==> src/rtl/dma_pkt_wr_64to32.sv <==
// DMA write stage: drains LEN 64b words from a FWFT FIFO and writes each as two 32b memory writes.
// Optional build macro DMA_WR_BSWAP_EN byte-reverses every 32b write word.
module dma_pkt_wr_64to32 #(
    parameter int unsigned ADDR_W = 32,
    parameter int unsigned LEN_W  = 10
) (
    input  logic              clk,
    input  logic              rst_n,
    input  logic              i_start,
    input  logic [ADDR_W-1:0] i_base_addr,
    input  logic [LEN_W-1:0]  i_len,
    input  logic [63:0]       i_fifo_dout,
    input  logic              i_fifo_empty,
    output logic              o_fifo_rd_en,
    output logic              o_mem_req,
    output logic [ADDR_W-1:0] o_mem_addr,
    output logic [31:0]       o_mem_wdata,
    input  logic              i_mem_gnt,
    output logic              o_busy,
    output logic              o_done,
    output logic [LEN_W-1:0]  o_words_done
);

    typedef enum logic [2:0] {
        StIdle,
        StFetch,
        StWrLo,
        StWrHi,
        StDone
    } state_e;

    state_e            state_q, state_d;
    logic [ADDR_W-1:0] cur_q, cur_d;
    logic [LEN_W-1:0]  remain_q, remain_d;
    logic [LEN_W-1:0]  words_q, words_d;
    logic [31:0]       hold_hi_q, hold_hi_d;
    logic              req_q, req_d;
    logic [31:0]       wdata_q, wdata_d;
    logic              unused_addr_lsb;

    // Byte address is word aligned; the two low bits are dropped at latch time.
    assign unused_addr_lsb = ^i_base_addr[1:0];

`ifdef DMA_WR_BSWAP_EN
    function automatic logic [31:0] wr_fmt(input logic [31:0] w);
        return {w[7:0], w[15:8], w[23:16], w[31:24]};
    endfunction
`else
    function automatic logic [31:0] wr_fmt(input logic [31:0] w);
        return w;
    endfunction
`endif

    always_comb begin
        state_d      = state_q;
        cur_d        = cur_q;
        remain_d     = remain_q;
        words_d      = words_q;
        hold_hi_d    = hold_hi_q;
        req_d        = req_q;
        wdata_d      = wdata_q;
        o_fifo_rd_en = 1'b0;

        unique case (state_q)
            StIdle: begin
                if (i_start) begin
                    cur_d    = {i_base_addr[ADDR_W-1:2], 2'b00};
                    remain_d = i_len;
                    words_d  = '0;
                    state_d  = (i_len != '0) ? StFetch : StDone;
                end
            end
            StFetch: begin
                // Low half goes straight to the write register; only the high half is held.
                if (!i_fifo_empty) begin
                    o_fifo_rd_en = 1'b1;
                    hold_hi_d    = i_fifo_dout[63:32];
                    wdata_d      = wr_fmt(i_fifo_dout[31:0]);
                    req_d        = 1'b1;
                    state_d      = StWrLo;
                end
            end
            StWrLo: begin
                if (i_mem_gnt) begin
                    cur_d   = cur_q + ADDR_W'(4);
                    wdata_d = wr_fmt(hold_hi_q);
                    state_d = StWrHi;
                end
            end
            StWrHi: begin
                if (i_mem_gnt) begin
                    cur_d    = cur_q + ADDR_W'(4);
                    words_d  = words_q + LEN_W'(1);
                    remain_d = remain_q - LEN_W'(1);
                    req_d    = 1'b0;
                    state_d  = (remain_q == LEN_W'(1)) ? StDone : StFetch;
                end
            end
            StDone: begin
                state_d = StIdle;
            end
            default: begin
                state_d = StIdle;
            end
        endcase
    end

    always_ff @(posedge clk or negedge rst_n) begin
        if (!rst_n) begin
            state_q   <= StIdle;
            cur_q     <= '0;
            remain_q  <= '0;
            words_q   <= '0;
            hold_hi_q <= '0;
            req_q     <= 1'b0;
            wdata_q   <= '0;
        end else begin
            state_q   <= state_d;
            cur_q     <= cur_d;
            remain_q  <= remain_d;
            words_q   <= words_d;
            hold_hi_q <= hold_hi_d;
            req_q     <= req_d;
            wdata_q   <= wdata_d;
        end
    end

    assign o_mem_req    = req_q;
    assign o_mem_addr   = cur_q;
    assign o_mem_wdata  = wdata_q;
    assign o_busy       = (state_q != StIdle);
    assign o_done       = (state_q == StDone);
    assign o_words_done = words_q;

endmodule

==> config.mk <==
export PLATFORM = sky130hd
export DESIGN_NAME = dma_pkt_wr_64to32
export DESIGN_NICKNAME = d
export VERILOG_FILES = /design/src/rtl/dma_pkt_wr_64to32.sv
export SDC_FILE = /design/constraint.sdc
export NUM_CORES = 1
export LEC_CHECK = 0
export BUFFER_PORTS_ARGS = -buffer_cell sky130_fd_sc_hd__buf_2
export CAP_MARGIN = 20
export CORE_ASPECT_RATIO = 2
export CORE_UTILIZATION = 52
export DETAILED_ROUTE_END_ITERATION = 7
export HOLD_SLACK_MARGIN = 0.1
export PLACE_DENSITY = 0.81
export SLEW_MARGIN = 20
export SYNTH_ARGS = -nofsm -noshare
export SYNTH_HDL_FRONTEND = slang
export SYNTH_SLANG_ARGS = --single-unit
==> constraint.sdc <==
create_clock -name clk -period 2.7 [get_ports clk]
set_clock_uncertainty 0.05 [all_clocks]
set_input_delay 0 -clock clk [delete_from_list [all_inputs] [get_ports clk]]
set_output_delay 0 -clock clk [all_outputs]
set_load 0.1 [all_outputs]
==> Flow_metrics.wiki, run 1 <==
{| class="wikitable"
! Metric !! Value
|-
| Achievable Freq || 0.393 GHz
|-
| I/O Pins || 189
|-
| EDFF count, synth || 0
|-
| DP Area || 7250 um2
|-
| Cell at the root of the clock tree || sky130_fd_sc_hd__clkbuf_16
|-
| GRT overflow || 0
|-
| Asr flop ratio synth || 100%
|-
| Count of nets left with antenna violations after detail routing || 0
|-
| Final min period || 2550 ps
|-
| Remaining max-slew budget at the tightest pin || 47.5%
|-
| Path class of the lowest-slack min-delay path || in -> async
|-
| Maximum single-stage delay on the critical path || 570 ps
|-
| Iteration-0 DRC count of the detailed router || 390
|-
| Unrepaired setup endpoints after global routing || no
|-
| Count of buffering cells on the critical path with inverters included || 3
|-
| Layout overhead on the synthesized area || 45.9%
|-
| DIE HEIGHT || 156 um
|-
| Die X || 78.8 um
|-
| Final Hold Vio Count || 0
|-
| Via density per instance || 6.19
|-
| Vias in the first global route || 6,953
|-
| Synthesized netlist cell count || 628
|-
| Largest net degree at the start of global routing || 68
|-
| Fraction of post-synthesis cell area in the top cell type by area || 48.1%
|-
| Final count of pins violating max slew || 0
|-
| Synth cell types || 59
|-
| Row Count || 55
|-
| TritonCTS clock tree || yes
|-
| Global-route wire length before repair || 35.1 mm
|-
| Type of element capturing the critical path || flop
|-
| Vias after detailed routing || 6,619
|-
| Required time at the worst-slack endpoint || 3000 ps
|-
| Initial antenna violation count || 3
|-
| Starting density of the core || 53.7%
|-
| Max Cap Violations || 0
|-
| HPWL after DPL || 12.7 mm
|-
| Most used standard cell by instance count after synthesis || sky130_fd_sc_hd__dfrtp_1
|-
| Bufs on Longest Clock Path || 2
|-
| Final clock period utilization by the worst path || 94.3%
|-
| Startpoint class of the critical path || flop
|-
| Least-Margin Pin Slew || 780 ps
|-
| Ratio of cells with drive above 1 in the final layout || 30.4%
|-
| Number of synthesized register bits || 118
|-
| DRC Markers || 0
|-
| Total negative setup slack || 0 ps
|-
| Status || complete, no violations
|-
| Peak-usage layer in the global routing report || met2
|-
| Placeable Area || 11,400 um2
|-
| Signal arrival time at the worst endpoint || 2850 ps
|-
| Number of H-tree levels || 4
|-
| Global-route track usage on met2 || 68.8%
|-
| Main flop type after synthesis || sky130_fd_sc_hd__dfrtp_1
|-
| Cell with the biggest individual delay on the critical path || sky130_fd_sc_hd__dlygate4sd3_1
|-
| Maximum fanout along the worst path || 21
|-
| Cts bufs inserted || 17
|-
| Die area || 12,300 um2
|-
| Filler instances || 709
|-
| GR met3 Demand/Resource || 8.89%
|-
| Post-synthesis cell area || 6130 um2
|-
| Final-report setup violation count || 0
|-
| Count of TritonRoute iterations in the first routing pass || 7
|-
| Summed area of non-filler cells in the final layout || 8950 um2
|-
| Port buffer count || 184
|-
| Warnings from Yosys || 0
|-
| Global Route met1 Usage || 37.1%
|-
| CP dominant cell by count || sky130_fd_sc_hd__dlygate4sd3_1
|-
| Family with the most delay on the worst path || buffers and inverters
|-
| Worst path cell trace || buf_4, nor4b_2, nand2_1, dlygate4sd3_1, nand4_1, dlygate4sd3_1
|-
| Wire per inst || 20.9 um
|-
| Skew-Pair Late Insertion Delay || 430 ps
|-
| Final estimated routing congestion in global placement || 0.896
|-
| Number of nets in the finished design || 1,026
|-
| Total global routing track utilization || 38.1%
|-
| Yosys top cell by area || sky130_fd_sc_hd__dfrtp_1
|-
| Most frequent cells after synthesis || 118 x sky130_fd_sc_hd__dfrtp_1, 73 x sky130_fd_sc_hd__a21oi_1, 52 x sky130_fd_sc_hd__nor2_1
|-
| Dominant cells by area after synthesis || sky130_fd_sc_hd__dfrtp_1 48%, sky130_fd_sc_hd__a21oi_1 6.0%, sky130_fd_sc_hd__mux2_2 5.9%, sky130_fd_sc_hd__mux2i_1 5.7%, sky130_fd_sc_hd__nor2_1 3.2%
|-
| Total routed wirelength || 22.3 mm
|-
| Clock transition at path regs || 60 ps
|-
| Sinks on the clock net || 118
|-
| Mapped Avg Cell Area || 9.77 um2
|-
| Part of the Yosys area used for sequential elements || 48.1%
|-
| Kind of critical path || reg -> reg
|}
[worst paths after layout]
path                        startpoint              end  slack [ps]  cells past startpoint
min in group clk               i_start       state_q[2]         130                      5
max in group asynchronous        rst_n   o_mem_wdata[3]        1650                      3
max                         state_q[2]   o_mem_addr[31]         150                      6
max reg2reg                 state_q[2]   o_mem_addr[31]         150                      6
min                              rst_n  o_words_done[0]         130                      2
min reg2reg                remain_q[8]      remain_q[8]         450                      1
[sequential cells by signal, summed over array words and instances (netlist names)]
name	count
hold_hi_q	32
o_mem_wdata	32
o_mem_addr	30
o_words_done	10
remain_q	10
state_q	3
o_mem_req	1
[repair_timing]
action	4_1_cts	5_1_grt
hold endpoints to repair	160	0
resized for setup	0	0
setup endpoints to repair	0	0
setup buffers	0	0
hold buffers	109	0
[layer usage]
layer / vias up / wire length, um
li1: 2927 / -
met1: 3177 / 7380
met2: 393 / 12000
met3: 122 / 1450
met4: 0 / 1560
met5: - / 0
[metrics by stage]
step | instances | hold slack, ps | worst slack, ps | utilization [%]
after global placement | 925 | 38.8 | 619 | 63.5
after floorplan | 629 | -346 | 206 | -
after global routing | 1069 | 176 | 34.9 | 78.3
after CTS | 1066 | 120 | 155 | 78.3
after detailed placement | 925 | 45.5 | 580 | 63.5
final | 1069 | 126 | 154 | 78.3
[cells by family (layout without fill, tap and decap cells)]
| group | count (synthesis) | after routing | share of synthesized area [%] |
|---|---|---|---|
| multiplexers | 67 | 67 | 11.6 |
| XOR/XNOR | 2 | 2 | 0.286 |
| other | 1 | 5 | 0.0611 |
| adder cells (fa/ha/maj) | 4 | 4 | 0.816 |
| buffers and inverters | 55 | 350 | 3.90 |
| AO/OA/AOI/OAI | 169 | 169 | 16.9 |
| flip-flops | 118 | 118 | 48.1 |
| AND/OR/NAND/NOR | 212 | 212 | 18.3 |
[layout make-up]
class                   count  area [um2]  area share [%]
diodes                      3        7.51          0.0839
clock buffers              17         425            4.75
clock inverters            15         170            1.90
inverters                   6        22.5           0.252
multi-input cells         456        2990            33.4
flip-flops and latches    118        2950            33.0
well taps                 142         178            1.99
repair buffers            312        2210            24.7
[cells in the final DEF, fill, tap and decap left out, types with 5 or more instances in the layout]
| cell type | netlist | final |
|---|---|---|
| sky130_fd_sc_hd__o21bai_1 | 5 | 5 |
| sky130_fd_sc_hd__mux2i_1 | 35 | 35 |
| sky130_fd_sc_hd__or3_1 | 5 | 5 |
| sky130_fd_sc_hd__nand2_1 | 34 | 34 |
| sky130_fd_sc_hd__nor4b_1 | 5 | 5 |
| sky130_fd_sc_hd__a21oi_1 | 73 | 71 |
| sky130_fd_sc_hd__and4_1 | 7 | 7 |
| sky130_fd_sc_hd__buf_4 | 2 | 16 |
| sky130_fd_sc_hd__a211oi_1 | 5 | 5 |
| sky130_fd_sc_hd__nand3_1 | 34 | 34 |
| sky130_fd_sc_hd__clkbuf_16 | 0 | 17 |
| sky130_fd_sc_hd__o211ai_1 | 5 | 5 |
| sky130_fd_sc_hd__dfrtp_1 | 118 | 118 |
| sky130_fd_sc_hd__buf_2 | 13 | 183 |
| sky130_fd_sc_hd__nor4_1 | 12 | 12 |
| sky130_fd_sc_hd__mux2_2 | 32 | 32 |
| sky130_fd_sc_hd__o21ai_0 | 31 | 31 |
| sky130_fd_sc_hd__nor2_1 | 52 | 51 |
| sky130_fd_sc_hd__or4_1 | 5 | 5 |
| sky130_fd_sc_hd__a31oi_1 | 5 | 5 |
| sky130_fd_sc_hd__dlygate4sd3_1 | 0 | 109 |
| sky130_fd_sc_hd__nor3_1 | 17 | 16 |
| sky130_fd_sc_hd__inv_1 | 6 | 6 |
| sky130_fd_sc_hd__o22ai_1 | 7 | 7 |
| sky130_fd_sc_hd__a311oi_1 | 6 | 6 |
| sky130_fd_sc_hd__o311ai_0 | 5 | 5 |
| sky130_fd_sc_hd__nand4_1 | 14 | 14 |
Power of run 1 is not shown: default switching activity piles up to over one toggle a cycle in this logic, so the estimate is an artifact.
==> inputs of run 2 (changes only) <==
--- a/config.mk
+++ b/config.mk
@@ -11,7 +11,7 @@
 export CORE_UTILIZATION = 52
 export DETAILED_ROUTE_END_ITERATION = 7
 export HOLD_SLACK_MARGIN = 0.1
-export PLACE_DENSITY = 0.81
+export PLACE_DENSITY = 0.77
 export SLEW_MARGIN = 20
 export SYNTH_ARGS = -nofsm -noshare
 export SYNTH_HDL_FRONTEND = slang
==> run 2 against run 1 <==
  * Worst hold slack lost 29 ps
  * Cell count is the same
  * Utilization shrank 0.13 points
  * Non-clock buffer count grew 1
  * Critical path depth grew 1
  * Count of clock-buffer cells in the layout is the same
  * Fmax grew 2.2%
  * Design area shrank 0.17%
  * Flip-flop and latch count is the same
  * Critical path type unchanged
==> Flow_metrics.wiki, run 2 (synthesized netlist as in run 1, its figures left out) <==
{| class="wikitable"
! Metric !! Value
|-
| Path class of the lowest-slack min-delay path || in -> async
|-
| Required time at the worst-slack endpoint || 3000 ps
|-
| Least-Margin Pin Slew || 776 ps
|-
| Placeable Area || 11,400 um2
|-
| Vias in the first global route || 6,962
|-
| Bufs on Longest Clock Path || 2
|-
| Status || complete, no violations
|-
| Max Cap Violations || 0
|-
| Final estimated routing congestion in global placement || 0.889
|-
| DIE HEIGHT || 156 um
|-
| Count of TritonRoute iterations in the first routing pass || 6
|-
| Global-route wire length before repair || 34.6 mm
|-
| Number of nets in the finished design || 1,027
|-
| Number of H-tree levels || 4
|-
| Iteration-0 DRC count of the detailed router || 426
|-
| Wire per inst || 20.5 um
|-
| Count of nets left with antenna violations after detail routing || 0
|-
| DP Area || 7250 um2
|-
| Kind of critical path || reg -> reg
|-
| Cell at the root of the clock tree || sky130_fd_sc_hd__clkbuf_16
|-
| Total negative setup slack || 0 ps
|-
| Final min period || 2490 ps
|-
| Signal arrival time at the worst endpoint || 2790 ps
|-
| Via density per instance || 6.18
|-
| Layout Cells excl Fill || 1,069
|-
| Type of element capturing the critical path || flop
|-
| Unrepaired setup endpoints after global routing || no
|-
| Most frequent standard cell in the layout excluding fill and tap cells || sky130_fd_sc_hd__buf_2
|-
| Final clock period utilization by the worst path || 92.2%
|-
| Port buffer count || 184
|-
| Total global routing track utilization || 37.1%
|-
| Die X || 78.8 um
|-
| Share of the core filled with cells || 78.2%
|-
| GRT overflow || 0
|-
| Final count of pins violating max slew || 0
|-
| Total routed wirelength || 21.9 mm
|-
| TritonCTS clock tree || yes
|-
| I/O Pins || 189
|-
| Top library cells by usage in the layout, fill and taps aside || 183 x sky130_fd_sc_hd__buf_2, 118 x sky130_fd_sc_hd__dfrtp_1, 107 x sky130_fd_sc_hd__dlygate4sd3_1
|-
| Final-report setup violation count || 0
|-
| HPWL after DPL || 12.9 mm
|-
| DRC Markers || 0
|-
| Summed area of non-filler cells in the final layout || 8930 um2
|-
| Final Hold Vio Count || 0
|-
| Ratio of cells with drive above 1 in the final layout || 30.7%
|-
| Vias after detailed routing || 6,607
|-
| Initial antenna violation count || 2
|-
| Die area || 12,300 um2
|-
| Cts bufs inserted || 17
|-
| Placed cell count || 928
|-
| Remaining max-slew budget at the tightest pin || 47.8%
|-
| Maximum fanout along the worst path || 25
|-
| Startpoint class of the critical path || flop
|-
| Post-CTS setup-driven buffer insertion count || 0
|-
| Skew-Pair Late Insertion Delay || 410 ps
|-
| Starting density of the core || 53.7%
|-
| Achievable Freq || 0.402 GHz
|-
| Sinks on the clock net || 118
|-
| Largest net degree at the start of global routing || 52
|-
| Row Count || 55
|-
| Layout overhead on the synthesized area || 45.6%
|-
| Clock transition at path regs || 60 ps
|}
[run 2: changes by cell type in the layout (fill, tap and decap cells not counted), sizes merged]
cell	previous run	this run
diode	3	2
dlygate4sd3	109	107
buf	203	206
[run 2: path summary, 6_finish.rpt]
| check | endpoint | cells past startpoint | slack, ps | startpoint |
|---|---|---|---|---|
| setup / recovery | o_mem_addr[31] | 7 | 210 | state_q[1] |
| hold / removal | remain_q[2] | 2 | 100 | rst_n |
| setup reg to reg | o_mem_addr[31] | 7 | 210 | state_q[1] |
| hold reg to reg | o_mem_req | 1 | 440 | o_mem_req |
| max in group asynchronous | hold_hi_q[2] | 3 | 1620 | rst_n |
| min in group clk | o_words_done[5] | 4 | 110 | i_start |
[run 2: repair_timing]
item                                    CTS  global route
endpoints found under the setup margin    0             1
hold endpoints to repair                195             0
resized for setup                         0             1
hold buffers                            107             0
[run 2: metrics by stage]
| step | hold slack (ps) | setup WS (ps) |
|---|---|---|
| 3_3_place_gp | 0.0148 | 583 |
| 4_1_cts | 109 | 113 |
| 3_5_place_dp | 11.2 | 522 |
| 5_1_grt | 120 | 102 |
| 6_report | 97.3 | 210 |
| 2_1_floorplan | -346 | 206 |
[run 2: routing by layer]
layer	global-route usage [%]	vias up	part of all wire, %
li1	-	2922	-
met1	38.4	3227	35
met2	67.5	377	54
met3	7.95	81	6.1
met4	20.9	0	4.8
met5	0	-	0
[run 2: final cells by class]
type,count,area [um2]
flip-flops and latches,118,2950
inverters,6,22.5
fillers,732,2490
diodes,2,5.00
repair buffers,313,2180
well taps,142,178
multi-input cells,456,2990
clock inverters,15,171
clock buffers,17,425
[run 2: critical path, cell delays in order (launching register included)]
cell and delay [ps]:
sky130_fd_sc_hd__dfrtp_1 350, sky130_fd_sc_hd__buf_4 310, sky130_fd_sc_hd__nor2b_2 280, sky130_fd_sc_hd__buf_4 280
sky130_fd_sc_hd__nand4b_1 120, sky130_fd_sc_hd__or4_1 400, sky130_fd_sc_hd__nand4_1 90, sky130_fd_sc_hd__dlygate4sd3_1 550
Power of run 2 is left out for the same reason.
